===== src/rtl/beam_scan_controller.sv =====
// beam_scan_controller
//
// Steers the mic-array beam. On a start request it walks delay_select
// through every direction. For each direction it discards the strobes
// that refill the delay line, then sums the beam magnitude over a
// power-of-two window. When the sweep ends it locks delay_select onto
// the loudest direction.
//
// Ports
//   clk                  single clock
//   rst                  asynchronous, active-high reset
//   sample_valid         one-cycle strobe: delayed_pcm_data_* valid this cycle
//   delayed_pcm_data_0..7  signed 19-bit delayed samples from delay_module
//   start                one-cycle scan request
//   delay_select         registered steering index to delay_module
//   busy                 high from the cycle after an accepted start until done
//   done                 one-cycle pulse when the scan completes
//   best_dir             winning direction, held until the next scan starts
//   best_energy          window energy of the winning direction
//
// Handshake: start and sample_valid are single-cycle strobes with no
// back-pressure. start is taken only in IDLE and outside the done cycle;
// any other start is dropped. sample_valid counts only in SETTLE and
// ACCUM and is ignored in every other state.
module beam_scan_controller #(
    parameter int NUM_DIRS       = 3,
    parameter int SETTLE_SAMPLES = 20,
    parameter int WINDOW_LOG2    = 8,
    parameter int ENERGY_W       = 22 + WINDOW_LOG2
) (
    input  logic                clk,
    input  logic                rst,
    input  logic                sample_valid,
    input  logic [18:0]         delayed_pcm_data_0,
    input  logic [18:0]         delayed_pcm_data_1,
    input  logic [18:0]         delayed_pcm_data_2,
    input  logic [18:0]         delayed_pcm_data_3,
    input  logic [18:0]         delayed_pcm_data_4,
    input  logic [18:0]         delayed_pcm_data_5,
    input  logic [18:0]         delayed_pcm_data_6,
    input  logic [18:0]         delayed_pcm_data_7,
    input  logic                start,
    output logic [4:0]          delay_select,
    output logic                busy,
    output logic                done,
    output logic [4:0]          best_dir,
    output logic [ENERGY_W-1:0] best_energy
);

    // The counter is shared by the settle phase and the accumulation window.
    localparam int CNT_W = (WINDOW_LOG2 + 1 > $clog2(SETTLE_SAMPLES + 1)) ?
                           WINDOW_LOG2 + 1 : $clog2(SETTLE_SAMPLES + 1);
    localparam logic [CNT_W-1:0] SETTLE_LAST = CNT_W'(SETTLE_SAMPLES - 1);
    localparam logic [CNT_W-1:0] WINDOW_LAST = CNT_W'((1 << WINDOW_LOG2) - 1);
    localparam logic [CNT_W-1:0] CNT_ONE     = CNT_W'(1);
    localparam logic [4:0]       LAST_DIR    = 5'(NUM_DIRS - 1);

    typedef enum logic [1:0] {IDLE, SETTLE, ACCUM, EVAL} state_t;

    state_t              state, state_d;
    logic [4:0]          dir_idx, dir_idx_d;
    logic [CNT_W-1:0]    cnt, cnt_d;
    logic [ENERGY_W-1:0] acc, acc_d;
    logic [4:0]          delay_select_d;
    logic [4:0]          best_dir_d;
    logic [ENERGY_W-1:0] best_energy_d;
    logic                busy_d;
    logic                done_d;

    logic [21:0]         beam_sum;
    logic [21:0]         beam_mag;
    logic                win;

    // Eight 19-bit channels sign-extended to 22 bits cannot overflow. The
    // most negative sum, -2^21, negates to the unsigned value 2^21, which
    // is the correct magnitude.
    always_comb begin
        beam_sum = {{3{delayed_pcm_data_0[18]}}, delayed_pcm_data_0}
                 + {{3{delayed_pcm_data_1[18]}}, delayed_pcm_data_1}
                 + {{3{delayed_pcm_data_2[18]}}, delayed_pcm_data_2}
                 + {{3{delayed_pcm_data_3[18]}}, delayed_pcm_data_3}
                 + {{3{delayed_pcm_data_4[18]}}, delayed_pcm_data_4}
                 + {{3{delayed_pcm_data_5[18]}}, delayed_pcm_data_5}
                 + {{3{delayed_pcm_data_6[18]}}, delayed_pcm_data_6}
                 + {{3{delayed_pcm_data_7[18]}}, delayed_pcm_data_7};
        beam_mag = beam_sum[21] ? (22'd0 - beam_sum) : beam_sum;
    end

    // Direction 0 always seeds the winner. After that the compare is
    // strict, so a tie keeps the lower index.
    assign win = (dir_idx == 5'd0) || (acc > best_energy);

    always_ff @(posedge clk or posedge rst) begin
        if (rst) begin
            state        <= IDLE;
            dir_idx      <= 5'd0;
            cnt          <= '0;
            acc          <= '0;
            delay_select <= 5'd0;
            best_dir     <= 5'd0;
            best_energy  <= '0;
            busy         <= 1'b0;
            done         <= 1'b0;
        end else begin
            state        <= state_d;
            dir_idx      <= dir_idx_d;
            cnt          <= cnt_d;
            acc          <= acc_d;
            delay_select <= delay_select_d;
            best_dir     <= best_dir_d;
            best_energy  <= best_energy_d;
            busy         <= busy_d;
            done         <= done_d;
        end
    end

    always_comb begin
        state_d        = state;
        dir_idx_d      = dir_idx;
        cnt_d          = cnt;
        acc_d          = acc;
        delay_select_d = delay_select;
        best_dir_d     = best_dir;
        best_energy_d  = best_energy;
        busy_d         = busy;
        done_d         = 1'b0;

        case (state)
            IDLE: begin
                // done is still high in the first IDLE cycle, which keeps
                // that cycle closed to a new start.
                if (start && !done) begin
                    dir_idx_d      = 5'd0;
                    delay_select_d = 5'd0;
                    best_dir_d     = 5'd0;
                    best_energy_d  = '0;
                    cnt_d          = '0;
                    busy_d         = 1'b1;
                    state_d        = SETTLE;
                end
            end

            SETTLE: begin
                if (sample_valid) begin
                    if (cnt == SETTLE_LAST) begin
                        cnt_d   = '0;
                        acc_d   = '0;
                        state_d = ACCUM;
                    end else begin
                        cnt_d = cnt + CNT_ONE;
                    end
                end
            end

            ACCUM: begin
                if (sample_valid) begin
                    acc_d = acc + ENERGY_W'(beam_mag);
                    if (cnt == WINDOW_LAST) begin
                        cnt_d   = '0;
                        state_d = EVAL;
                    end else begin
                        cnt_d = cnt + CNT_ONE;
                    end
                end
            end

            EVAL: begin
                if (win) begin
                    best_dir_d    = dir_idx;
                    best_energy_d = acc;
                end
                if (dir_idx < LAST_DIR) begin
                    dir_idx_d      = dir_idx + 5'd1;
                    delay_select_d = dir_idx + 5'd1;
                    cnt_d          = '0;
                    state_d        = SETTLE;
                end else begin
                    // Lock onto the winner after this cycle's compare.
                    delay_select_d = win ? dir_idx : best_dir;
                    busy_d         = 1'b0;
                    done_d         = 1'b1;
                    state_d        = IDLE;
                end
            end

            default: state_d = IDLE;
        endcase
    end

endmodule


===== config.mk =====
export PLATFORM = sky130hd
export DESIGN_NAME = beam_scan_controller
export DESIGN_NICKNAME = d
export VERILOG_FILES = /design/src/rtl/beam_scan_controller.sv
export SDC_FILE = /design/constraint.sdc
export NUM_CORES = 1
export LEC_CHECK = 0
export BUFFER_PORTS_ARGS = -buffer_cell sky130_fd_sc_hd__clkbuf_2
export CAP_MARGIN = 20
export CORE_AREA = 3 3 166 168
export CTS_BUF_LIST = sky130_fd_sc_hd__clkbuf_8
export CTS_CLUSTER_DIAMETER = 120
export DETAILED_ROUTE_END_ITERATION = 10
export DIE_AREA = 0 0 169 171
export GPL_ROUTABILITY_DRIVEN = 0
export SYNTH_ARGS = -nofsm -noshare
export SYNTH_HDL_FRONTEND = slang
export SYNTH_SLANG_ARGS = --single-unit

===== constraint.sdc =====
create_clock -name clk -period 3.8 [get_ports clk]
set_input_delay 0.38 -clock clk [delete_from_list [all_inputs] [get_ports clk]]
set_output_delay 0.38 -clock clk [all_outputs]
set_load 0.01 [all_outputs]

==> results.sh <==
export IMPL_grt_max_degree=42
export IMPL_critPathSlowestCell="fa_1"
export IMPL_drt_met1_wl_um=10750
export IMPL_period_minus_slack_ns=6.420
export IMPL_drv_slew=0
export IMPL_fillers=2370
export IMPL_ff2ff_path_depth=11
export IMPL_drv_cap=0
export IMPL_synth_area_per_cell_um2=8.720
export IMPL_synthCells=1193
export IMPL_violations="setup timing"
export IMPL_wl_per_cell_um=12.77
export IMPL_critPathTopFamily="adder cells"
export IMPL_slowest_delay_ns=0.54
export IMPL_crit_buf_inv=7
export IMPL_synth_top_cell_area_share=0.2271
export IMPL_synth_top_cells_by_count="314 x inv_1, 118 x fa_1, 88 x dfrtp_1"
export IMPL_hold_path_class="in -> reg"
export IMPL_synth_top_area_cell="fa_1"
export IMPL_die_w_um=169
export IMPL_synth_edf_count=0
export IMPL_ios=198
export IMPL_track_usage=0.1672
export IMPL_die_height_um=171
export IMPL_top_layer_used="met4"
export IMPL_reg2reg_from="acc[17]"
export IMPL_yosysUniqueCellTypes=69
export IMPL_cp_start_kind="input pin"
export IMPL_clk_path_buf_depth=2
export IMPL_synth_main_ff_cell="dfrtp_1"
export IMPL_finalHoldViolations=0
export IMPL_tightestPinTransition_ns=0.6410
export IMPL_fin_skew_ns=0.01551
export IMPL_post_route_cells_drive_above_1_share=0.3477
export IMPL_place_ws_ns=-3.167
export IMPL_critPathCaptureType="flip-flop"
export IMPL_fin_nets=1932
export IMPL_synth_nets=1551
export IMPL_grt_overflow_total=0
export IMPL_io_buffers=197
export IMPL_rrSetupSlack_ns=0.68
export IMPL_synth_area_leaders="fa_1 23%, dfrtp_1 21%, inv_1 11%, ha_1 10%, o21ai_0 3.2%"
export IMPL_grt_pass1_vias=9327
export IMPL_reg2reg_to="best_energy[14]"
export IMPL_hold_path_depth=4
export IMPL_clk_pin_slew_worst_paths_ns=0.09
export IMPL_path_depth=28
export IMPL_relSlewSlack=0.5698
export IMPL_endpoint="acc[27]"
export IMPL_fin_area_um2=14320
export IMPL_ys_seq_area_frac=0.2117
export IMPL_wl_met2_um=12470
export IMPL_placed_cell_area_um2=13190
export IMPL_crit_top_cell="fa_1"
export IMPL_wl_met3_um=922
export IMPL_insertion_delay_ns=0.36
export IMPL_utilization=0.5495
export IMPL_n_antenna_cell=0
export IMPL_critPathMaxFanout=5
export IMPL_cts_root_buf="clkbuf_8"
export IMPL_drt_initial_drc_count=351
export IMPL_h_tree_depth=3
export IMPL_layout_setup_ws_ns=-2.620
export IMPL_cts_buffers=9
export IMPL_async_flop_share=1.000
export IMPL_initial_core_util=0.3992
export IMPL_drt_antenna_violating_nets=0
export IMPL_drt_total_wl_um=24450
export IMPL_cts_tree="built"
export IMPL_outcome="finished, violations left"
export IMPL_synthesis_area_um2=10400
export IMPL_yosysMostFrequentCell="inv_1"
export IMPL_post_route_drc_count=0
export IMPL_crit_type="in -> reg"
export IMPL_cp_arrival_ns=6.72
export IMPL_grt_pass1_wl_um=41340
export IMPL_synth_warning_count=0
export IMPL_vias=9221
export IMPL_fmax_ghz=0.1558
export IMPL_critPathLaunch="delayed_pcm_data_3[3]"
export IMPL_setup_viol=29
export IMPL_dr_pass1_iters=4
export IMPL_rows=59
export IMPL_cts_sinks=88
export IMPL_crit_required_ns=4.10
export IMPL_dpl_hpwl_um=20170
export IMPL_antenna_found_initial=0
export IMPL_period_share=1.689
export IMPL_coreArea_um2=26060
export IMPL_viasPerCell=4.818
export IMPL_area_growth_pct=37.65
export IMPL_rsz0062_at_grt="true"
export IMPL_synth_seq_cells=88
export IMPL_die_area_um2=28900
[worst min-delay path: cells and delay by family]
kind | cells | cell delay, ns
buf+inv | 1 | 0.09
compound gates | 2 | 0.19
simple gates | 1 | 0.12
[how the worst min path moves through the flow]
| stage | from | end |
|---|---|---|
| global placement | rst | busy |
| global route | start | dir_idx[1] |
| detailed placement | rst | busy |
| floorplan | cnt[1] | cnt[1] |
| CTS | start | dir_idx[1] |
| finish | start | dir_idx[1] |
[through the flow]
step	std cells	hold WS, ns	setup TNS (ns)
2_1_floorplan	1193	0.4676	-64.36
5_1_grt	1914	0.4666	-70.26
3_5_place_dp	1868	0.3630	-78.38
4_1_cts	1902	0.4467	-62.21
6_report	1914	0.4681	-62.44
3_3_place_gp	1868	0.3608	-76.15
[final cells by class]
| class | count | area (µm²) | share of cell area |
|---|---|---|---|
| multi-input combinational | 764 | 7667 | 0.5355 |
| timing repair buffer | 397 | 2609 | 0.1822 |
| sequential | 88 | 2202 | 0.1538 |
| inverter | 314 | 1190 | 0.08310 |
| tap | 335 | 419.2 | 0.02927 |
| clock buffer | 11 | 151.4 | 0.01057 |
| clock inverter | 5 | 80.08 | 0.005592 |
[what timing repair did]
action,4_1_cts,5_1_grt
setup endpoints to repair,29,29
pin swaps,50,61
gates resized for setup,72,84
endpoints found under the hold margin,21,0
gates cloned,1,0
buffers inserted,16,13
hold buffers,1,0
[registers in the layout (all words and copies together) (netlist names)]
signal,flops
busy,1
best_energy,30
dir_idx,5
done,1
best_dir,5
state,2
cnt,9
delay_select,5
acc,30
[placed cells by master, fill, tap and decap left out, types with 10 or more instances in the layout]
cell type and count:
a22o_1 35, dfrtp_1 88, inv_2 19, xor2_1 21, buf_4 183, fa_1 115
nor2_1 45, o21ai_0 35, clkbuf_8 12, a21oi_2 18, clkbuf_2 192, inv_1 293
o21ai_1 29, a21o_1 22, ha_1 70, nor3_1 10, a21oi_1 41, buf_6 18
a31oi_1 10, nand3_1 15, o211ai_1 11, nand2_1 74, ha_4 10, xnor2_1 21
[layer usage]
| metal | GRT usage | vias up |
|---|---|---|
| li1 | - | 4638 |
| met2 | 0.3070 | 190 |
| met1 | 0.2136 | 4366 |
| met3 | 0.02033 | 27 |
| met5 | 0 | - |
| met4 | 0.03282 | 0 |
[cells by family (layout without fill, tap and decap cells)]
logic type,Yosys count,in the layout,share of synthesized area
compound gates,276,276,0.1763
xor+xnor,50,50,0.04210
fa+ha+maj,202,202,0.3281
buf+inv,341,727,0.1247
flops,88,88,0.2117
mux,3,3,0.002887
simple gates,233,233,0.1141
Power is not shown: default switching activity piles up to over one toggle a cycle in this logic, so the estimate is an artifact.
